File: src/rtl/sram_arb_pkg.sv
// Shared types and constants for the two-master SRAM arbiter.
// Holds the sequencer state set and the counter sizing rule.
package sram_arb_pkg;

  typedef enum logic [1:0] {
    ST_IDLE,
    ST_READ,
    ST_WRITE,
    ST_TURN
  } state_e;

  typedef logic mid_t;

  localparam int DEF_ADDR_W = 20;
  localparam int DEF_DATA_W = 32;
  localparam int DEF_RD_CYCLES = 2;
  localparam int DEF_WR_CYCLES = 3;
  localparam int DEF_TURN_CYCLES = 1;

  function automatic int cnt_w(
    input int rd,
    input int wr,
    input int turn
  );
    int m;
    m = 2;
    if (rd > m) m = rd;
    if (wr > m) m = wr;
    if (turn > m) m = turn;
    return $clog2(m);
  endfunction

endpackage

File: src/rtl/rr_arbiter2.sv
// Two-input round-robin arbiter with a registered last-grant pointer.
// Out of reset the pointer names m1, so m0 wins the first tie.
module rr_arbiter2 (
  input  logic       clk,
  input  logic       rst_n,
  input  logic       en,
  input  logic [1:0] req,
  output logic [1:0] gnt
);

  logic last;

  always_comb begin
    gnt = 2'b00;
    if (en) begin
      unique case (req)
        2'b11:   gnt = last ? 2'b01 : 2'b10;
        2'b01:   gnt = 2'b01;
        2'b10:   gnt = 2'b10;
        default: gnt = 2'b00;
      endcase
    end
  end

  always_ff @(posedge clk or negedge rst_n) begin
    if (!rst_n) begin
      last <= 1'b1;
    end else if (|gnt) begin
      last <= gnt[1];
    end
  end

endmodule

File: src/rtl/sram_arbiter.sv
// Two-master SRAM arbiter and access sequencer.
// All io_sram_* outputs, done and rdata are registered.
module sram_arbiter
  import sram_arb_pkg::*;
#(
  parameter int ADDR_W      = DEF_ADDR_W,
  parameter int DATA_W      = DEF_DATA_W,
  parameter int RD_CYCLES   = DEF_RD_CYCLES,
  parameter int WR_CYCLES   = DEF_WR_CYCLES,
  parameter int TURN_CYCLES = DEF_TURN_CYCLES
) (
  input  logic              clock,
  input  logic              reset_n,
  input  logic              m0_req,
  input  logic              m0_we,
  input  logic [ADDR_W-1:0] m0_addr,
  input  logic [DATA_W-1:0] m0_wdata,
  input  logic [3:0]        m0_wmask,
  input  logic              m1_req,
  input  logic              m1_we,
  input  logic [ADDR_W-1:0] m1_addr,
  input  logic [DATA_W-1:0] m1_wdata,
  input  logic [3:0]        m1_wmask,
  output logic              m0_gnt,
  output logic              m1_gnt,
  output logic              m0_done,
  output logic              m1_done,
  output logic [DATA_W-1:0] m0_rdata,
  output logic [DATA_W-1:0] m1_rdata,
  output logic              io_sram_en,
  output logic              io_sram_re,
  output logic              io_sram_we,
  output logic [ADDR_W-1:0] io_sram_addr,
  output logic [DATA_W-1:0] io_sram_din,
  output logic [3:0]        io_sram_wmask,
  input  logic [DATA_W-1:0] io_sram_dout
);

  localparam int CW = cnt_w(RD_CYCLES, WR_CYCLES, TURN_CYCLES);
  localparam logic [CW-1:0] RD_LD = CW'(RD_CYCLES - 1);
  localparam logic [CW-1:0] WR_LD = CW'(WR_CYCLES - 1);
  localparam logic [CW-1:0] TN_LD =
    CW'(TURN_CYCLES > 0 ? TURN_CYCLES - 1 : 0);

  state_e            state, state_n;
  logic [CW-1:0]     cnt, cnt_n;
  mid_t              own, own_n;
  logic [1:0]        gnt;
  logic [1:0]        done_n;
  logic              en_n, re_n, we_n;
  logic [ADDR_W-1:0] addr_n;
  logic [DATA_W-1:0] din_n;
  logic [3:0]        wmask_n;
  logic [DATA_W-1:0] rd0_n, rd1_n;

  logic              sel_we;
  logic [ADDR_W-1:0] sel_addr;
  logic [DATA_W-1:0] sel_wdata;
  logic [3:0]        sel_wmask;

  rr_arbiter2 u_arb (
    .clk   (clock),
    .rst_n (reset_n),
    .en    (state == ST_IDLE),
    .req   ({m1_req, m0_req}),
    .gnt   (gnt)
  );

  assign m0_gnt    = gnt[0];
  assign m1_gnt    = gnt[1];
  assign sel_we    = gnt[1] ? m1_we    : m0_we;
  assign sel_addr  = gnt[1] ? m1_addr  : m0_addr;
  assign sel_wdata = gnt[1] ? m1_wdata : m0_wdata;
  assign sel_wmask = gnt[1] ? m1_wmask : m0_wmask;

  always_comb begin
    state_n = state;
    cnt_n   = cnt;
    own_n   = own;
    en_n    = 1'b0;
    re_n    = 1'b0;
    we_n    = 1'b0;
    addr_n  = '0;
    din_n   = '0;
    wmask_n = '0;
    done_n  = 2'b00;
    rd0_n   = m0_rdata;
    rd1_n   = m1_rdata;
    unique case (state)
      ST_IDLE: begin
        if (|gnt) begin
          own_n  = gnt[1];
          en_n   = 1'b1;
          addr_n = sel_addr;
          if (sel_we) begin
            state_n = ST_WRITE;
            cnt_n   = WR_LD;
            we_n    = 1'b1;
            din_n   = sel_wdata;
            wmask_n = sel_wmask;
          end else begin
            state_n = ST_READ;
            cnt_n   = RD_LD;
            re_n    = 1'b1;
          end
        end
      end
      ST_READ: begin
        if (cnt == '0) begin
          state_n     = ST_IDLE;
          done_n[own] = 1'b1;
          if (own) rd1_n = io_sram_dout;
          else     rd0_n = io_sram_dout;
        end else begin
          cnt_n  = cnt - CW'(1);
          en_n   = 1'b1;
          re_n   = 1'b1;
          addr_n = io_sram_addr;
        end
      end
      ST_WRITE: begin
        if (cnt == '0) begin
          done_n[own] = 1'b1;
          if (own) rd1_n = '0;
          else     rd0_n = '0;
          state_n = (TURN_CYCLES == 0) ? ST_IDLE : ST_TURN;
          cnt_n   = TN_LD;
        end else begin
          cnt_n   = cnt - CW'(1);
          en_n    = 1'b1;
          we_n    = 1'b1;
          addr_n  = io_sram_addr;
          din_n   = io_sram_din;
          wmask_n = io_sram_wmask;
        end
      end
      ST_TURN: begin
        if (cnt == '0) state_n = ST_IDLE;
        else           cnt_n   = cnt - CW'(1);
      end
      default: state_n = ST_IDLE;
    endcase
  end

  always_ff @(posedge clock or negedge reset_n) begin
    if (!reset_n) begin
      state         <= ST_IDLE;
      cnt           <= '0;
      own           <= 1'b0;
      io_sram_en    <= 1'b0;
      io_sram_re    <= 1'b0;
      io_sram_we    <= 1'b0;
      io_sram_addr  <= '0;
      io_sram_din   <= '0;
      io_sram_wmask <= '0;
      m0_done       <= 1'b0;
      m1_done       <= 1'b0;
      m0_rdata      <= '0;
      m1_rdata      <= '0;
    end else begin
      state         <= state_n;
      cnt           <= cnt_n;
      own           <= own_n;
      io_sram_en    <= en_n;
      io_sram_re    <= re_n;
      io_sram_we    <= we_n;
      io_sram_addr  <= addr_n;
      io_sram_din   <= din_n;
      io_sram_wmask <= wmask_n;
      m0_done       <= done_n[0];
      m1_done       <= done_n[1];
      m0_rdata      <= rd0_n;
      m1_rdata      <= rd1_n;
    end
  end

endmodule

File: config.mk
export PLATFORM = sky130hd
export DESIGN_NAME = sram_arbiter
export DESIGN_NICKNAME = d
export VERILOG_FILES = /design/src/rtl/sram_arb_pkg.sv /design/src/rtl/rr_arbiter2.sv /design/src/rtl/sram_arbiter.sv
export SDC_FILE = /design/constraint.sdc
export NUM_CORES = 1
export LEC_CHECK = 0
export ABC_AREA = 1
export BUFFER_PORTS_ARGS = -buffer_cell sky130_fd_sc_hd__buf_4
export CORE_MARGIN = 4
export CORE_UTILIZATION = 45
export CTS_CLUSTER_DIAMETER = 50
export DETAILED_ROUTE_END_ITERATION = 10
export GPL_TIMING_DRIVEN = 1
export HOLD_SLACK_MARGIN = 0.06
export PLACE_DENSITY = 0.72
export SYNTH_ARGS = -nofsm -noshare
export SYNTH_HDL_FRONTEND = slang
export SYNTH_SLANG_ARGS = --single-unit
File: constraint.sdc
create_clock -name clock -period 4.8 [get_ports clock]
set_input_delay 0 -clock clock [delete_from_list [all_inputs] [get_ports clock]]
set_output_delay 0 -clock clock [all_outputs]
set_load 0.05 [all_outputs]
Word level (Yosys, flattened, before mapping)
Cells that the tools add are included.
{"block": "totals", "wordCells": 94, "latchBits": 0, "ff_bits": 131, "mem_count": 0, "rom_bits": 0, "ram_bits": 0, "in_bits": 150}
{"block": "classes", "multipliers": 0, "order_cmp": 2, "n_mux": 49, "addsub": 1, "n_eq_ne": 16, "n_bitwise": 0, "reduce_logical": 12, "shift": 0, "div": 0}
{"operator": "$mux 32", "n": 12}
{"operator": "$pmux 32 s2", "n": 3}
{"operator": "$mux 20", "n": 3}
{"operator": "$pmux 20 s2", "n": 1}
{"operator": "$mux 2", "n": 10}
{"operator": "$pmux 2 s3", "n": 3}
{"operator": "$mux 4", "n": 4}
{"operator": "$ne 2x2->1 const B", "n": 8}
{"operator": "$reduce_and 5->1", "n": 2}
{"operator": "$eq 2x2->1 const B", "n": 4}
{"operator": "$mux 1", "n": 8}
{"operator": "$pmux 4 s2", "n": 1}
{"operator": "$pmux 1 s2", "n": 3}
{"operator": "$reduce_or 2->1", "n": 3}
{"operator": "$eq 2x1->1 const B", "n": 2}
{"operator": "$logic_not 2->1", "n": 2}
{"operator": "$ne 2x1->1 const B", "n": 2}
{"operator": "$reduce_and 2->1", "n": 2}
{"operator": "$reduce_and 3->1", "n": 1}
{"operator": "$lt 1x2->1 const B", "n": 1}
{"operator": "$reduce_bool 2->1", "n": 1}
{"operator": "$sub 2x1->2 const B", "n": 1}
{"operator": "$demux 1 s1", "n": 1}
{"operator": "$ge 1x1->1 const B", "n": 1}
{"operator": "$logic_and 1x1->1", "n": 1}

Depth between registers and ports, before layout
Gate-level depths: netlist of the first run.
{"block": "logic_depth", "word_depth": 7, "mapped_depth": 12, "ltp_nobuf": 10}

Hierarchy
A second synthesis of the first run with hierarchy kept.
{"block": "hier_totals", "hier_cells": 840, "hier_area_um2": 6438.7}
{"module": "sram_arbiter", "seq_area_each_um2": 3253.1, "n_inst": 1, "cells_per_inst": 829, "area_per_inst_um2": 6373.6}
{"module": "rr_arbiter2", "seq_area_each_um2": 26.3, "n_inst": 1, "cells_per_inst": 11, "area_per_inst_um2": 65.1}

Worst setup path after synthesis of the first run
No wires, ideal clock.
{"block": "synth_path", "kind": "flip-flop to output port", "from": "register state[0]", "to": "output m0_gnt", "required_time_ps": 4800, "setup_slack_ps": 2796, "n_path_buf": 1, "arrival_ps": 2004, "path_stages_with_launch": 6, "path_cell_list": "dfrtp_1 -> inv_1 -> ha_1 -> buf_4 -> inv_1 -> a211oi_1"}
{"block": "synth_between", "elab_chain_len": 2}
{"element": "start: declaration", "line": "sram_arbiter.sv:45", "text": "state_e state, state_n;"}
{"element": "start signal: assignment", "line": "sram_arbiter.sv:161", "text": "state <= state_n;"}
{"element": "$logic_not 2->1", "line": "sram_arbiter.sv:64", "text": ".en (state == ST_IDLE),"}
{"element": "$mux 2", "line": "rr_arbiter2.sv:15", "text": "if (en) begin"}
{"element": "end: declaration", "line": "sram_arbiter.sv:24", "text": "output logic m0_gnt,"}
Every way passes these cells.

Final worst setup path of the first run
{"block": "layout_path", "from": "register state[0]", "to": "register io_sram_din[14]"}
{"block": "layout_between", "elab_chain_len": 6, "word_cells_on_any_way": 10, "cone_classes": "eq/ne: 2; mux: 6; reduce/logical: 2"}
{"element": "$logic_not 2->1", "line": "sram_arbiter.sv:64, sram_arbiter.sv:89"}
{"element": "$mux 2", "line": "rr_arbiter2.sv:15"}
{"element": "$mux 32 / $mux 1 (equally long branches)", "line": "sram_arbiter.sv:73, sram_arbiter.sv:71"}
{"element": "$mux 32", "line": "sram_arbiter.sv:95", "text": "if (sel_we) begin"}
{"element": "$mux 32", "line": "sram_arbiter.sv:91", "text": "if (|gnt) begin"}
{"element": "$pmux 32 s2", "line": "sram_arbiter.sv:89", "text": "unique case (state)"}
{"element": "end signal: assignment", "line": "sram_arbiter.sv:168", "text": "io_sram_din <= din_n;"}
{"element": "end: declaration", "line": "sram_arbiter.sv:34", "text": "output logic [DATA_W-1:0] io_sram_din,"}
Several ways; a longest one is shown, not always the timed one.
A chain may end at the register's enable or synchronous reset.

==> results of run 1 <==
==> power breakdown <==
part | total (W) | switching, W | leakage, nW | internal (W)
clock network | 0.00125 | 0.000472 | 0.286 | 0.000779
registers | 0.00177 | 0.000244 | 1.71 | 0.00153
logic | 0.00394 | 0.00271 | 3.90 | 0.00123
total | 0.00697 | 0.00343 | 5.89 | 0.00354
==> layer usage <==
metal / up-vias / GRT usage, %
li1: 3478 / -
met1: 3266 / 30.9
met2: 269 / 45.4
met3: 68 / 6.81
met4: 0 / 12.9
met5: - / 0
==> registers in the layout, summed over array words and instances, names as in the netlist <==
signal         flops
io_sram_en         1
io_sram_wmask      4
cnt                2
io_sram_din       32
io_sram_re         1
u_arb.last         1
io_sram_we         1
own                1
m1_done            1
state              2
m1_rdata          32
m0_done            1
m0_rdata          32
io_sram_addr      20
==> synthesized netlist by cell type (all sizes together) <==
master  number
ha           8
dfrtp      130
nand3b      36
clkbuf      20
inv        122
nand2      347
dfstp        1
buf         25
a21oi        9
o21ai       70
nor2       115
nand3        7
a211oi       1
==> metrics by stage <==
stage	setup slack (ns)	utilization (%)	power, W
2_1_floorplan	2.80	-	0.00429
3_3_place_gp	1.86	61.8	0.00536
3_5_place_dp	1.80	61.8	0.00539
4_1_cts	1.60	76.8	0.00696
5_1_grt	1.29	76.8	0.00737
6_report	1.51	76.8	0.00697
==> repair_timing <==
item / 4_1_cts / 5_1_grt
hold buffers: 152 / 0
endpoints found under the hold margin: 208 / 0
buffers inserted: 0 / 0
==> cells in the final DEF, fill, tap and decap left out, drive strengths merged <==
cell and n:
nand2 347, buf 282, dlygate4sd3 152, dfrtp 130, inv 122, nor2 115
o21ai 70, nand3b 36, clkbuf 24, a21oi 9, ha 8, nand3 7
clkinv 6, a211oi 1, clkinvlp 1, bufinv 1, dfstp 1
==> layout make-up <==
cell class              instances  share of cell area, %
clock inverters                 8                  0.696
well taps                     180                   2.09
inverters                     122                   4.25
clock buffers                  24                   4.65
multi-input cells             593                   24.1
repair buffers                434                   33.8
flip-flops and latches        131                   30.4
==> kinds of logic after synthesis <==
group / share of synthesized area [%]
fa+ha+maj: 1.53
flops: 50.2
simple gates: 31.4
compound gates: 6.45
buf+inv: 10.4
==> worst max-delay path by stage <==
stage,depth (start not counted),end,slack (ns)
after floorplan,5,m0_gnt,2.80
after global routing,11,io_sram_din[22],1.29
after detailed placement,9,io_sram_din[1],1.80
after CTS,11,io_sram_wmask[2],1.60
final,11,io_sram_din[14],1.51
after global placement,9,io_sram_din[20],1.86
==> worst min-delay path, cell delays in order <==
cell and delay, ns:
buf_4 0.11, o21ai_1 0.14, a21oi_1 0.18
==> results.json, run 1 <==
{
  "dp.cells": 1308,
  "reg2reg_from": "state[0]",
  "startpoint_type": "flip-flop",
  "dieArea_sq_mm": 0.0165,
  "r2r_end": "io_sram_din[14]",
  "port_buffers": 276,
  "cts_resized": 0,
  "met2RoutedLength_mm": 10.7,
  "worstPathRequired_ns": 5.15,
  "fill_cells": 988,
  "wl_per_cell_microns": 14.5,
  "cp_slowest_stage_delay_ns": 0.75,
  "grt_overflow": 0,
  "nNetsFinal": 1457,
  "start_util_pct": 46.5,
  "syn-instance-count": 891,
  "antenna_found_initial": 0,
  "avgSynthCellArea_sq_um": 7.33,
  "drc": 0,
  "path_cells": "inv_1 > ha_1 > buf_4 > nand2_1 > inv_2 > nor2_4 > nand2_1 > nor2_1 > dlygate4sd3_1 > nand2_1 > nand2_1",
  "cpMostUsedCell": "nand2_1",
  "placed_cell_area_sq_mm": 0.00868,
  "drt_iter0_markers": 477,
  "arrival_ns": 3.64,
  "routed_via_density": 4.75,
  "cp-startpoint": "state[0]",
  "drtPass1Iterations": 5,
  "synth_seq_cells": 131,
  "synth_top_area_share_pct": 49.8,
  "ys_types": 21,
  "grt_use_total_pct": 26.5,
  "multi_input_area_sq_mm": 0.00260,
  "crit_buf_inv": 4,
  "worst_slew_pin_slew_ns": 1.13,
  "cp_slowest_cell": "nor2_4",
  "yosysSeqAreaShare_pct": 50.2,
  "ant_nets": 0,
  "antenna_cells": 0,
  "post-route-cell-area_sq_mm": 0.0108,
  "hold_viol": 0,
  "clk_root_buffer_cell": "clkbuf_16",
  "maxCapViolCount": 0,
  "drt_wl_total_mm": 21.6,
  "rrSetupSlack_ns": 1.51,
  "tns_ns": 0,
  "finalSetupViolCount": 0,
  "gp_congestion": 0.838,
  "wl_met3_mm": 1.48,
  "num_vias": 7081,
  "final_layout_size_suffix_gt1_share_pct": 24.7,
  "period_share_pct": 68.5,
  "powerDensity_mw_per_mm2": 646,
  "die_y_microns": 128,
  "crit_path_max_fanout": 37,
  "holdWs_ns": 0.0794,
  "yosys-top-cells-area": "dfrtp_1, nand2_1, inv_1",
  "final-seq-area_sq_mm": 0.00328,
  "ir_drop_v": 0.000444,
  "endpoint_kind": "flip-flop",
  "fp-row-count": 43,
  "status": "completed",
  "slew_headroom_pct": 24.5,
  "cts_tree": "built",
  "hold_depth": 3,
  "dp_hpwl_mm": 13.1,
  "numClockSinks": 131,
  "whs_endpoint": "io_sram_en",
  "grt_max_degree": 83,
  "coreArea_sq_mm": 0.0140,
  "ff2ff_path_depth": 11,
  "die_w_microns": 128,
  "critPathKind": "flip-flop to flip-flop",
  "highest_layer": "met4",
  "ios": 277,
  "leakagePower_nw": 5.89,
  "grt_pass1_wl_mm": 34.8,
  "fin_worst_skew_ns": 0.00815,
  "final_cells": 1492,
  "clk-insertion-delay-late_ns": 0.42,
  "min_period_ns": 3.29,
  "synth_top_area_cell": "dfrtp_1",
  "cp_top_family": "simple AND/OR/NAND/NOR gates",
  "clk_path_buf_depth": 2,
  "hold_path.class": "input port to flip-flop",
  "hp-start": "m0_req",
  "grt_pass1_vias": 7221,
  "clock.fmax_mhz": 304,
  "syn-cell-area_sq_mm": 0.00653,
  "clkTransAtPathRegs_ns": 0.06,
  "cts_buffers": 17,
  "yosys_warnings": 0,
  "syn-num-nets": 1049,
  "area_growth_pct": 65.0,
  "rsz0062_at_grt": "no",
  "cts_max_level": 4,
  "wl_met1_mm": 8.50,
  "drv_slew": 0
}
(Power assumes the default switching activity.)
==> inputs of run 2 (changes only) <==
Settings changed: CORE_UTILIZATION 45 to 44, PLACE_DENSITY 0.72 to 0.73.
Clock period 4.8 ns to 2.7 ns, I/O delays scaled along.
==> results.json, run 2 (same netlist as run 1, synthesis figures left out) <==
{
  "gp_congestion": 0.858,
  "hold_viol": 0,
  "die_y_microns": 130,
  "rsz0062_at_grt": "no",
  "port_buffers": 276,
  "slew_headroom_pct": 58.1,
  "hold_depth": 4,
  "arrival_ns": 2.83,
  "start_util_pct": 44.9,
  "ff2ff_path_depth": 12,
  "layout_common_cells": "nand2_1, buf_4, dlygate4sd3_1",
  "drt_iter0_markers": 409,
  "crit_path_max_fanout": 36,
  "maxCapViolCount": 0,
  "powerDensity_mw_per_mm2": 1150,
  "clkTransAtPathRegs_ns": 0.06,
  "ir_drop_v": 0.000751,
  "nNetsFinal": 1460,
  "cts_tree": "built",
  "grt_overflow": 0,
  "clock.fmax_mhz": 405,
  "antenna_found_initial": 1,
  "clk_root_buffer_cell": "clkbuf_16",
  "finalSetupViolCount": 0,
  "switchingPower_w": 0.00616,
  "drtPass1Iterations": 5,
  "cts_buffers": 17,
  "clk_path_buf_depth": 2,
  "fin_worst_skew_ns": 0.0168,
  "final_layout_size_suffix_gt1_share_pct": 25.2,
  "worstPathRequired_ns": 3.06,
  "routed_via_density": 4.73,
  "postCtsSetupBuffers": 0,
  "grt_pass1_vias": 7097,
  "die_w_microns": 130,
  "hold_path.class": "input port to flip-flop",
  "intPower_w": 0.00633,
  "grt_max_degree": 71,
  "endpoint_kind": "flip-flop",
  "grt_pass1_wl_mm": 34.3,
  "period_share_pct": 91.4,
  "numClockSinks": 131,
  "startpoint_type": "flip-flop",
  "min_period_ns": 2.47,
  "drv_slew": 0,
  "status": "completed",
  "grt_use_total_pct": 25.6,
  "drc": 0,
  "sequentialPowerShare_pct": 25.2,
  "critPathKind": "flip-flop to flip-flop",
  "area_growth_pct": 66.2,
  "drt_wl_total_mm": 21.5,
  "coreArea_sq_mm": 0.0145,
  "worst_slew_pin_slew_ns": 0.628,
  "wl_per_cell_microns": 14.3,
  "power_frac_clock_pct": 18.2,
  "sw_frac_of_total_pct": 49.3,
  "leakagePower_nw": 5.93,
  "pwr-share-comb_pct": 56.7,
  "fin_util_pct": 74.7,
  "layout_commonest_cell": "nand2_1",
  "tns_ns": 0,
  "dp_hpwl_mm": 13.0,
  "dieArea_sq_mm": 0.0169,
  "reg_top3": "io_sram_din x32, m0_rdata x32, m1_rdata x32",
  "ios": 277,
  "num_vias": 7099,
  "clk-insertion-delay-late_ns": 0.43,
  "fp-row-count": 44,
  "ant_nets": 0,
  "cts_max_level": 4
}
-- run 2: final timing paths --
kind,start,end,slack [ns]
min,m1_we,cnt[0],0.10
max reg2reg,cnt[0],io_sram_din[9],0.23
max in group asynchronous,reset_n,m1_rdata[12],1.74
min in group asynchronous,reset_n,io_sram_din[3],0.14
min reg2reg,io_sram_din[2],io_sram_din[2],0.48
max,cnt[0],io_sram_din[9],0.23
-- run 2: cell type report --
class	instances	area, sq um
clock inverter	14	154
fill	1030	3680
tap	184	230
multi-input combinational	593	2600
antenna	1	2.50
inverter	122	458
timing repair buffer	437	3700
clock buffer	18	429
sequential	131	3280
-- run 2: repair_timing --
| item | 4_1_cts | 5_1_grt |
|---|---|---|
| hold buffers | 149 | 0 |
| setup endpoints to repair | 0 | 3 |
| gates resized for setup | 0 | 2 |
| endpoints found under the hold margin | 188 | 0 |
-- run 2: critical path: stages (launching register included) --
cell and delay (ns):
dfrtp_1 0.42, inv_1 0.10, ha_1 0.24, inv_1 0.09
nand2_1 0.16, inv_2 0.07, nor2_4 0.08, buf_6 0.27
nand2_1 0.10, nor2_1 0.17, dlygate4sd3_1 0.58, nand2_1 0.05
nand2_1 0.07
-- run 2: power groups by stage --
stage | registers, W | logic, W | clock network, W
6_report | 0.00314 | 0.00708 | 0.00227
5_1_grt | 0.00323 | 0.00762 | 0.00240
4_1_cts | 0.00314 | 0.00703 | 0.00231
3_5_place_dp | 0.00314 | 0.00652 | 0
3_3_place_gp | 0.00314 | 0.00646 | 0
2_1_floorplan | 0.00547 | 0.00215 | 0
-- run 2: per-stage QoR --
stage	hold slack, ns	setup slack (ns)	cell area [sq um]	total power, W	cells
CTS	0.0786	0.217	10800	0.0125	1499
detailed placement	0.0240	0.560	8770	0.00966	1318
global route	0.133	0.0522	10900	0.0132	1500
global placement	0.0206	0.626	8770	0.00959	1318
floorplan	-0.296	0.696	6530	0.00762	891
finish	0.101	0.232	10900	0.0125	1500
-- run 2: metal layers --
layer,vias to the layer above,routed length [microns],track usage (%)
li1,3490,-,-
met3,64,1360,5.61
met5,-,0,0
met1,3283,8380,30.8
met4,0,853,13.6
met2,262,10900,42.9
==> inputs of run 3 (changes only) <==
--- a/config.mk
+++ b/config.mk
@@ -7,12 +7,13 @@
 export LEC_CHECK = 0
 export ABC_AREA = 1
-export BUFFER_PORTS_ARGS = -buffer_cell sky130_fd_sc_hd__buf_4
 export CORE_MARGIN = 4
-export CORE_UTILIZATION = 44
+export CORE_UTILIZATION = 45
 export CTS_CLUSTER_DIAMETER = 50
 export DETAILED_ROUTE_END_ITERATION = 10
+export DONT_BUFFER_PORTS = 1
 export GPL_TIMING_DRIVEN = 1
 export HOLD_SLACK_MARGIN = 0.06
-export PLACE_DENSITY = 0.73
+export PLACE_DENSITY = 0.58
+export SETUP_SLACK_MARGIN = 0.02
 export SYNTH_ARGS = -nofsm -noshare
 export SYNTH_HDL_FRONTEND = slang
==> constraint.sdc (replaced) <==
create_clock -name clock -period 2.7 [get_ports clock]
set_input_delay 0.54 -clock clock [delete_from_list [all_inputs] [get_ports clock]]
set_output_delay 0.54 -clock clock [all_outputs]
set_load 0.05 [all_outputs]
==> results.json, run 3 (same netlist as run 1, synthesis figures left out) <==
{
  "ant_nets": 0,
  "postCtsSetupBuffers": 0,
  "tns_ns": 0,
  "endpoint_kind": "output port",
  "grt_max_degree": 132,
  "status": "finished with violations",
  "coreArea_sq_mm": 0.0140,
  "finalSetupViolCount": 0,
  "drc": 0,
  "drt_iter0_markers": 260,
  "layout_commonest_cell": "nand2_1",
  "wl_per_cell_microns": 15.4,
  "antenna_found_initial": 0,
  "holdWs_ns": -0.179,
  "area_growth_pct": 10.9,
  "fin_util_pct": 51.6,
  "clk_path_buf_depth": 2,
  "fp-row-count": 43,
  "ir_drop_v": 0.000696,
  "critPathKind": "flip-flop to output port",
  "drt_wl_total_mm": 16.5,
  "routed_via_density": 4.96,
  "nNetsFinal": 1033,
  "crit_path_max_fanout": 56,
  "arrival_ns": 1.94,
  "fill_cells": 1355,
  "layout_common_cells": "nand2_1, dfrtp_1, inv_1",
  "slew_headroom_pct": 50.0,
  "clock.fmax_mhz": 404,
  "cts_max_level": 4,
  "dieArea_sq_mm": 0.0165,
  "dp_hpwl_mm": 11.6,
  "hold_path.class": "input port to asynchronous set/reset pin",
  "worst_slew_pin_slew_ns": 0.749,
  "ios": 277,
  "period_share_pct": 91.8,
  "min_period_ns": 2.48,
  "gp_congestion": 0.884,
  "numClockSinks": 131,
  "final_layout_size_suffix_gt1_share_pct": 6.08,
  "port_buffers": 0,
  "num_vias": 5292,
  "drtPass1Iterations": 5,
  "clk-insertion-delay-late_ns": 0.41,
  "grt_pass1_vias": 5295,
  "clkTransAtPathRegs_ns": 0.06,
  "reg_top3": "io_sram_din x32, m0_rdata x32, m1_rdata x32",
  "rsz0062_at_grt": "no",
  "cts_buffers": 17,
  "die_w_microns": 128,
  "hold_viol": 130,
  "clk_root_buffer_cell": "clkbuf_16",
  "failed_checks": "negative hold slack",
  "antenna_cells": 0,
  "maxCapViolCount": 0,
  "worstPathRequired_ns": 2.16,
  "cts_tree": "built",
  "drv_slew": 0,
  "start_util_pct": 46.5,
  "post-route-cell-area_sq_mm": 0.00725,
  "fin_worst_skew_ns": 0.00635,
  "placed_cell_area_sq_mm": 0.00666,
  "cts_resized": 0,
  "powerDensity_mw_per_mm2": 1460,
  "grt_pass1_wl_mm": 26.5,
  "grt_use_total_pct": 20.1,
  "leakagePower_nw": 3.84,
  "startpoint_type": "flip-flop",
  "die_y_microns": 128,
  "grt_overflow": 0
}
run 3: stage by stage:
| step | hold slack (ns) | cells | power, W | worst slack, ns |
|---|---|---|---|---|
| finish | -0.179 | 1068 | 0.0106 | 0.222 |
| detailed placement | 0.247 | 1036 | 0.00836 | 0.550 |
| global placement | 0.247 | 1036 | 0.00825 | 0.664 |
| global route | -0.206 | 1068 | 0.0113 | 0.0528 |
| floorplan | 0.244 | 891 | 0.00762 | 0.156 |
| CTS | -0.201 | 1068 | 0.0107 | 0.213 |
run 3: power breakdown:
part | total (W) | internal [W] | leakage (nW) | switching [W]
combinational | 0.00263 | 0.000813 | 1.85 | 0.00182
clock | 0.00228 | 0.00140 | 0.286 | 0.000877
sequential | 0.00565 | 0.00266 | 1.71 | 0.00299
total | 0.0106 | 0.00487 | 3.84 | 0.00569
run 3: layout make-up:
class	instances	area [sq um]	area share, %
Tap cell	180	225	3.11
Sequential cell	131	3280	45.3
Clock buffer	19	443	6.11
Timing Repair Buffer	10	87.6	1.21
Inverter	122	458	6.32
Clock inverter	13	149	2.05
Multi-Input combinational cell	593	2610	35.9
run 3: final timing paths:
check                            from  slack (ns)              end  cells past startpoint
max in group asynchronous     reset_n        2.56       u_arb.last                      0
hold reg to reg            u_arb.last        0.57       u_arb.last                      2
min in group clock         m1_addr[5]        0.33  io_sram_addr[5]                      4
setup / recovery             state[0]        0.22           m1_gnt                      5
setup reg to reg             state[0]        0.52  io_sram_din[25]                      9
hold / removal                reset_n       -0.18  io_sram_din[17]                      0
run 3: per-layer routing:
metal	routed length (microns)	up-vias	global-route usage, %
li1	-	2622	-
met1	6470	2444	23.9
met2	8130	199	33.7
met3	1460	27	6.27
met4	407	0	8.43
met5	0	-	0
run 3: worst max-delay path, stage by stage, from the launching register on:
cell and delay [ns]:
dfrtp_1 0.42, inv_1 0.13, ha_1 0.37, nand2_2 0.13
a21oi_4 0.16, buf_12 0.28
